==> src/rtl/control_unit_if.sv <==
// ---------------------------------------------------------------------------
// control_unit_if : handshake and register-file control bundle for control_unit
// Revision: 1.0
// ---------------------------------------------------------------------------
`default_nettype none

interface control_unit_if;
    logic       start;
    logic       R1Le10;
    logic       RFSrcMuxSel;
    logic [2:0] r_addr_1;
    logic [2:0] r_addr_2;
    logic [2:0] wr_addr;
    logic       wr_en;
    logic       OutPortEn;
    logic       busy;
    logic       done;

    // Driver side: issues start, returns the datapath flag, observes control.
    modport master (
        output start,
        output R1Le10,
        input  RFSrcMuxSel,
        input  r_addr_1,
        input  r_addr_2,
        input  wr_addr,
        input  wr_en,
        input  OutPortEn,
        input  busy,
        input  done
    );

    // Controller side.
    modport slave (
        input  start,
        input  R1Le10,
        output RFSrcMuxSel,
        output r_addr_1,
        output r_addr_2,
        output wr_addr,
        output wr_en,
        output OutPortEn,
        output busy,
        output done
    );
endinterface

`default_nettype wire

==> src/rtl/control_unit.sv <==
// ---------------------------------------------------------------------------
// control_unit : Moore FSM sequencing the sum 1..10 program on a 3-register datapath
// Revision: 1.0
// ---------------------------------------------------------------------------
`default_nettype none

module control_unit (
    input  wire logic     clk,
    input  wire logic     rst,
    control_unit_if.slave bus
);

    typedef enum logic [3:0] {
        S_IDLE     = 4'd0,
        S_INIT_I   = 4'd1,
        S_INIT_SUM = 4'd2,
        S_INIT_ONE = 4'd3,
        S_CMP      = 4'd4,
        S_ADD_SUM  = 4'd5,
        S_INC_I    = 4'd6,
        S_OUT      = 4'd7,
        S_DONE     = 4'd8
    } state_t;

    localparam logic [2:0] c_REG_ZERO = 3'd0;
    localparam logic [2:0] c_REG_I    = 3'd1;
    localparam logic [2:0] c_REG_SUM  = 3'd2;
    localparam logic [2:0] c_REG_ONE  = 3'd3;

    state_t     r_state;
    state_t     w_next_state;
    logic       w_src_sel;
    logic [2:0] w_ra1;
    logic [2:0] w_ra2;
    logic [2:0] w_wa;
    logic       w_we;
    logic       w_out_en;
    logic       w_busy;
    logic       w_done;

    always_ff @(posedge clk) begin
        if (rst) begin
            r_state <= S_IDLE;
        end else begin
            r_state <= w_next_state;
        end
    end

    always_comb begin
        w_next_state = S_IDLE;
        w_src_sel    = 1'b0;
        w_ra1        = c_REG_ZERO;
        w_ra2        = c_REG_ZERO;
        w_wa         = c_REG_ZERO;
        w_we         = 1'b0;
        w_out_en     = 1'b0;
        w_busy       = 1'b1;
        w_done       = 1'b0;
        case (r_state)
            S_IDLE: begin
                w_busy       = 1'b0;
                w_next_state = bus.start ? S_INIT_I : S_IDLE;
            end
            S_INIT_I: begin
                w_src_sel    = 1'b1;
                w_wa         = c_REG_I;
                w_we         = 1'b1;
                w_next_state = S_INIT_SUM;
            end
            S_INIT_SUM: begin
                // R0 + R0 through the adder clears the running sum.
                w_wa         = c_REG_SUM;
                w_we         = 1'b1;
                w_next_state = S_INIT_ONE;
            end
            S_INIT_ONE: begin
                w_src_sel    = 1'b1;
                w_wa         = c_REG_ONE;
                w_we         = 1'b1;
                w_next_state = S_CMP;
            end
            S_CMP: begin
                w_ra1        = c_REG_I;
                w_next_state = bus.R1Le10 ? S_ADD_SUM : S_DONE;
            end
            S_ADD_SUM: begin
                w_ra1        = c_REG_SUM;
                w_ra2        = c_REG_I;
                w_wa         = c_REG_SUM;
                w_we         = 1'b1;
                w_next_state = S_INC_I;
            end
            S_INC_I: begin
                w_ra1        = c_REG_I;
                w_ra2        = c_REG_ONE;
                w_wa         = c_REG_I;
                w_we         = 1'b1;
                w_next_state = S_OUT;
            end
            S_OUT: begin
                w_ra1        = c_REG_SUM;
                w_out_en     = 1'b1;
                w_next_state = S_CMP;
            end
            S_DONE: begin
                w_ra1        = c_REG_SUM;
                w_out_en     = 1'b1;
                w_done       = 1'b1;
                w_next_state = S_IDLE;
            end
            default: begin
                // Unused encodings recover to IDLE with all outputs quiet.
                w_busy       = 1'b0;
                w_next_state = S_IDLE;
            end
        endcase
    end

    assign bus.RFSrcMuxSel = w_src_sel;
    assign bus.r_addr_1    = w_ra1;
    assign bus.r_addr_2    = w_ra2;
    assign bus.wr_addr     = w_wa;
    assign bus.wr_en       = w_we;
    assign bus.OutPortEn   = w_out_en;
    assign bus.busy        = w_busy;
    assign bus.done        = w_done;

endmodule

`default_nettype wire

==> src/flat_wrapper.sv <==
// flat-port wrapper written by rule: the top's interface ports become plain ports
module control_unit_flat 
  (clk, rst, bus_start, bus_R1Le10, bus_RFSrcMuxSel, bus_r_addr_1, bus_r_addr_2, bus_wr_addr, bus_wr_en, bus_OutPortEn, bus_busy, bus_done);
  control_unit_if bus_i ();
  input  wire logic clk;
  input  wire logic rst;
  input wire logic [$bits(bus_i.start)-1:0] bus_start;
  input wire logic [$bits(bus_i.R1Le10)-1:0] bus_R1Le10;
  output wire logic [$bits(bus_i.RFSrcMuxSel)-1:0] bus_RFSrcMuxSel;
  output wire logic [$bits(bus_i.r_addr_1)-1:0] bus_r_addr_1;
  output wire logic [$bits(bus_i.r_addr_2)-1:0] bus_r_addr_2;
  output wire logic [$bits(bus_i.wr_addr)-1:0] bus_wr_addr;
  output wire logic [$bits(bus_i.wr_en)-1:0] bus_wr_en;
  output wire logic [$bits(bus_i.OutPortEn)-1:0] bus_OutPortEn;
  output wire logic [$bits(bus_i.busy)-1:0] bus_busy;
  output wire logic [$bits(bus_i.done)-1:0] bus_done;
  assign bus_i.start = bus_start;
  assign bus_i.R1Le10 = bus_R1Le10;
  assign bus_RFSrcMuxSel = bus_i.RFSrcMuxSel;
  assign bus_r_addr_1 = bus_i.r_addr_1;
  assign bus_r_addr_2 = bus_i.r_addr_2;
  assign bus_wr_addr = bus_i.wr_addr;
  assign bus_wr_en = bus_i.wr_en;
  assign bus_OutPortEn = bus_i.OutPortEn;
  assign bus_busy = bus_i.busy;
  assign bus_done = bus_i.done;
  control_unit u_core (.clk(clk), .rst(rst), .bus(bus_i));
endmodule
==> config.mk <==
export PLATFORM = sky130hd
export DESIGN_NAME = control_unit_flat
export DESIGN_NICKNAME = d
export VERILOG_FILES = /design/src/rtl/control_unit_if.sv /design/src/rtl/control_unit.sv /design/src/flat_wrapper.sv
export SDC_FILE = /design/constraint.sdc
export NUM_CORES = 1
export LEC_CHECK = 0
export BUFFER_PORTS_ARGS = -buffer_cell sky130_fd_sc_hd__buf_2
export CAP_MARGIN = 15
export CORE_AREA = 8 8 45 47
export CTS_CLUSTER_DIAMETER = 60
export DETAILED_ROUTE_END_ITERATION = 16
export DIE_AREA = 0 0 53 55
export MAX_ROUTING_LAYER = met4
export SLEW_MARGIN = 20
export SYNTH_ARGS = -nofsm -noshare
export SYNTH_HDL_FRONTEND = slang
export SYNTH_SLANG_ARGS = --single-unit
==> constraint.sdc <==
create_clock -name clk -period 1.2 [get_ports clk]
set_clock_uncertainty 0.1 [all_clocks]
set_input_delay 0.06 -clock clk [delete_from_list [all_inputs] [get_ports clk]]
set_output_delay 0.06 -clock clk [all_outputs]
set_load 0.05 [all_outputs]
After elaboration in Yosys (flattened, before gate mapping)
Cells that the tools add are included.
{"block": "classes", "n_reduce_logical": 10, "eq_ne": 8, "mux": 11}
{"cell": "$pmux 4 s7", "n": 1}
{"cell": "$eq 4x3->1 const B", "n": 4}
{"cell": "$reduce_or 2->1", "n": 6}
{"cell": "$eq 4x2->1 const B", "n": 2}
{"cell": "$pmux 2 s2", "n": 2}
{"cell": "$reduce_or 8->1", "n": 1}
{"cell": "$mux 1", "n": 6}
{"cell": "$pmux 2 s3", "n": 1}
{"cell": "$reduce_or 5->1", "n": 1}
{"cell": "$eq 4x1->1 const B", "n": 1}
{"cell": "$eq 4x4->1 const B", "n": 1}
{"cell": "$logic_not 4->1", "n": 1}
{"cell": "$mux 4", "n": 1}
{"cell": "$reduce_or 3->1", "n": 1}
{"block": "word_totals", "in_bits": 4, "elab_cells": 30, "output_inout_bits": 14, "register_bits": 4}

Depth between registers and ports, before layout
{"block": "logic_depth", "ltp_word": 3, "ltp_mapped": 3, "ltp_nobuf": 2}

Worst setup path after synthesis
OpenSTA, ideal clock, no wires.
{"block": "synth_timing", "kind": "reg-to-output", "from": "register u_core.r_state[0]", "to": "output port bus_OutPortEn", "required_ns": 1.040, "arrival_time_ns": 1.906, "path_stages_with_launch": 3, "path_buffers": 0, "slack_ns": -0.866, "path_cell_list": "dfxtp_1 > nor4b_2 > a31o_1"}
{"block": "synth_via", "elab_chain_cells": 3, "elab_cells_between_ends": 4, "classes_between": "eq/ne: 2; mux: 1; reduce/logical: 1"}
{"element": "from (decl)", "line": "control_unit.sv:30", "rtl": "state_t r_state;"}
{"element": "from (signal assigned)", "line": "control_unit.sv:45", "rtl": "r_state <= w_next_state;"}
{"element": "$eq 4x4->1 or $eq 4x3->1 (tied branches)", "line": "control_unit.sv:59", "rtl": "case (r_state)"}
{"element": "$reduce_or 2->1 (no source line) (*)"}
{"element": "$mux 1 (*)", "line": "control_unit.sv:59"}
{"element": "to (decl)", "line": "flat_wrapper.sv:14", "rtl": "output wire logic [$bits(bus_i.OutPortEn)-1:0] bus_OutPortEn;"}
Every way passes the cells marked *; elsewhere a longest branch is shown, timed or not.

Worst setup path after layout
{"block": "layout_timing", "from": "register u_core.r_state[2]", "to": "output port bus_OutPortEn"}
The elaborated chain is that of the path after synthesis.

==> summary.txt <==
Global routing
  • Maximum number of pins on one net before global-route repair: 9
  • Vias in the first global route: 489
  • Met1 demand-to-capacity share in global routing: 8.98%
  • Global-route met2 utilization: 19.3%
  • Most crowded layer after global routing: met2
  • Number of antenna violations at the first check in global routing: 0
  • GRT Overall Usage: 9.92%
  • First-pass GRT wire length: 2120 um
  • Grt met3 use: under 10%
  • Remaining Overflow, GRT: 0

Critical path
  • Arrival time reported for the critical path endpoint: around 1.4 ns
  • Max Fanout on Critical Path: 4
  • Worst-path cell with the longest stage delay: nor4b_4
  • Worst stage delay on the critical path: 0.37 ns
  • Start-to-end type of the worst setup path: reg -> out
  • Required time of the critical path: 1.04 ns
  • Type of element capturing the critical path: output port
  • RR Endpoint: u_core.r_state[3]
  • Start of the worst register-to-register path: u_core.r_state[0]
  • Reg2Reg Setup Slack: -0.22 ns
  • Reg2Reg Depth: 4
  • Startpoint Class: register
  • Crit path cell chain: buf_6 > nor4b_4 > a31o_4 > buf_8

Drt
  • Violation count after the first detailed-route iteration: 4
  • Total via count in the routed design: 430
  • DR WL/cell: 14.2 um
  • WL final: 1320 um
  • Antenna Nets Post-Route: 0
  • DRC viols: 0
  • Number of iterations in the first detailed-routing pass: 3
  • Average vias per placed instance: 4.62

STA
  • Setup repair after global routing missed its margin: yes
  • Hold violation total from the final report: 0
  • Fin crit share: 126%
  • Setup slack of the critical path after layout: -0.306 ns
  • Highest clock rate: 0.664 GHz
  • Setup violations, final: 14
  • Setup TNS: -2.55 ns
  • Max Slew Vio Count: 0
  • Clock period minus final worst setup slack: 1.51 ns

Synth
  • Warning count from the yosys run: 0
  • Yosys cell types: 24
  • Post-synthesis sequential element count: 4
  • Synth Cell Area: 358 sq um
  • Syn_area_per_cell: 8.52 sq um
  • Sequential-to-total area share from yosys stat: 22.4%
  • Number of standard cells after synthesis: 42

Placed design
  • Cell area after placement: 589 sq um
  • Final RePlAce weighted congestion: 0.677
  • Dpl hpwl: 784 um
  • Count of port buffers added during placement: 14
  • Pre-CTS setup slack: -0.173 ns

Floorplanning
  • Core region area: 1380 sq um
  • Number of ports placed on the die boundary: 18
  • Width of the die: 53 um
  • Row count: 14
  • Die boundary height: 55 um
  • Area enclosed by the die boundary: 2920 sq um
  • Initial Utilization: 25.9%

Cells and area
  • Number of fill cells: between 90 and 100
  • Final std cell area, no fill: 941 sq um
  • Total inserted antenna cells: 0
  • Max FFs per register: 4
  • Register with the highest flop count: u_core.r_state
  • Largest registers in the final layout: u_core.r_state: 4 flops
  • Layout area overhead: 163%
  • Fraction of layout instances using a drive strength above 1: 85.7%
  • Nets: between 80 and 90
  • Final core utilization: between 60 and 70%

Hold path
  • Hold path start: bus_R1Le10
  • Hold Crit Endpoint: u_core.r_state[3]
  • Worst hold path class: in -> reg
  • Hold path cells: 3

Clocking
  • Maximum clock insertion buffer count: 2
  • Clk sinks: 4
  • Number of levels in the clock H-tree: 1
  • Number of CTS-inserted buffers: 3
  • Post-CTS clock slew at the launch and capture registers of the worst setup and hold paths: 0.04 ns
  • Later-pin clock latency in the skew report: 0.23 ns
  • Cell at the root of the clock tree: clkbuf_4
  • Clock tree from TritonCTS: yes

Status
  • Failing checks: setup timing
  • Outcome: finished with violations

Flow run
  • Max-capacitance violation count: 0

Power
  • Leakage: 0.371 nW
  • Power per unit of standard cell area: 890 nW/um^2
  • Maximum ir drop on the vdd rail: 0.000507 V
-- critical path, delay by kind of cell, from the launching register on --
kind / cells / cell delay (ns)
AO/OA/AOI/OAI: 1 / 0.15
buffers and inverters: 2 / 0.26
flip-flops: 1 / 0.35
AND/OR/NAND/NOR: 1 / 0.37
-- report_power, final --
group          switching, mW  total, mW  internal, mW  leakage, nW
Clock                 0.0545      0.166         0.112       0.0138
Sequential            0.0253      0.169         0.143       0.0353
Combinational          0.266      0.502         0.237        0.322
Total                  0.345      0.837         0.492        0.371
-- cell usage after synthesis --
cell,count,share of area (%)
a2111oi_2,2,8.4
a21o_1,1,2.1
a21oi_1,2,2.8
a31o_1,1,2.4
a31oi_1,1,1.7
and2_1,1,1.7
buf_2,1,1.4
buf_4,5,10
buf_6,1,3.1
conb_1,1,1.0
dfxtp_1,4,22
inv_1,2,2.1
mux2i_1,1,2.8
nand2b_1,3,5.2
nand3b_1,2,4.2
nor2_1,4,4.2
nor2b_1,1,1.7
nor3_1,2,2.8
nor3b_2,1,3.5
nor4b_2,1,4.2
o21ai_2,1,2.4
o21bai_1,1,2.1
or4_1,1,2.1
xnor2_1,2,4.9
-- layout by cell type, fill, tap and decap left out, types with 2 or more instances in the layout --
cell / netlist / routed
conb_1: 1 / 3
dfxtp_4: 0 / 3
buf_6: 1 / 21
clkbuf_4: 0 / 3
inv_1: 2 / 2
a2111oi_4: 0 / 2
buf_2: 1 / 3
nand2b_4: 0 / 2
buf_8: 0 / 3
buf_4: 5 / 9
nor2_4: 0 / 3
nand3b_1: 2 / 2
a21oi_4: 0 / 2
-- logic make-up (layout without fill, tap and decap cells) --
logic type      Yosys count  after routing  share of synthesized area, %
flops                     4              4                          22.4
mux                       1              1                          2.80
xor+xnor                  2              2                          4.90
simple gates             16             16                          29.7
buf+inv                   9             42                          17.1
other cells               1              3                          1.05
compound gates            9              9                          22.0
-- per-stage QoR --
step           hold WS (ns)  power, mW  std cells
6_report             0.0746      0.837         93
5_1_grt              0.0901      0.875         93
4_1_cts              0.0121      0.784         91
3_5_place_dp          0.187      0.490         79
3_3_place_gp          0.180      0.488         79
2_1_floorplan        0.0214      0.424         44
-- worst max-delay path by stage --
stage                      startpoint               to  slack, ns
global placement    u_core.r_state[0]    bus_OutPortEn      -0.12
finish              u_core.r_state[2]    bus_OutPortEn      -0.31
floorplan           u_core.r_state[2]    bus_OutPortEn      -0.33
CTS                 u_core.r_state[0]    bus_OutPortEn      -0.32
detailed placement  u_core.r_state[0]    bus_OutPortEn      -0.17
global route        u_core.r_state[0]  bus_r_addr_2[1]      -0.36
-- routing by layer --
layer / vias up / share of wire [%]
met3: 0 / 3.0
met5: - / 0
met1: 212 / 38
met2: 8 / 59
met4: 0 / 0
li1: 210 / -
-- area by class of cell --
type | instances | area (sq um) | area share, %
multi-input cells | 31 | 424 | 45.1
repair buffers | 37 | 374 | 39.8
flip-flops and latches | 4 | 92.6 | 9.84
clock buffers | 3 | 22.5 | 2.39
well taps | 16 | 20.0 | 2.13
inverters | 2 | 7.51 | 0.798
-- timing repair --
action,CTS,global route
pin swaps,6,8
gates resized for setup,45,15
hold endpoints to repair,3,0
buffers inserted,8,3
endpoints found under the setup margin,14,14
hold buffers,1,0
Note: power is estimated with default switching activity, not from simulation.
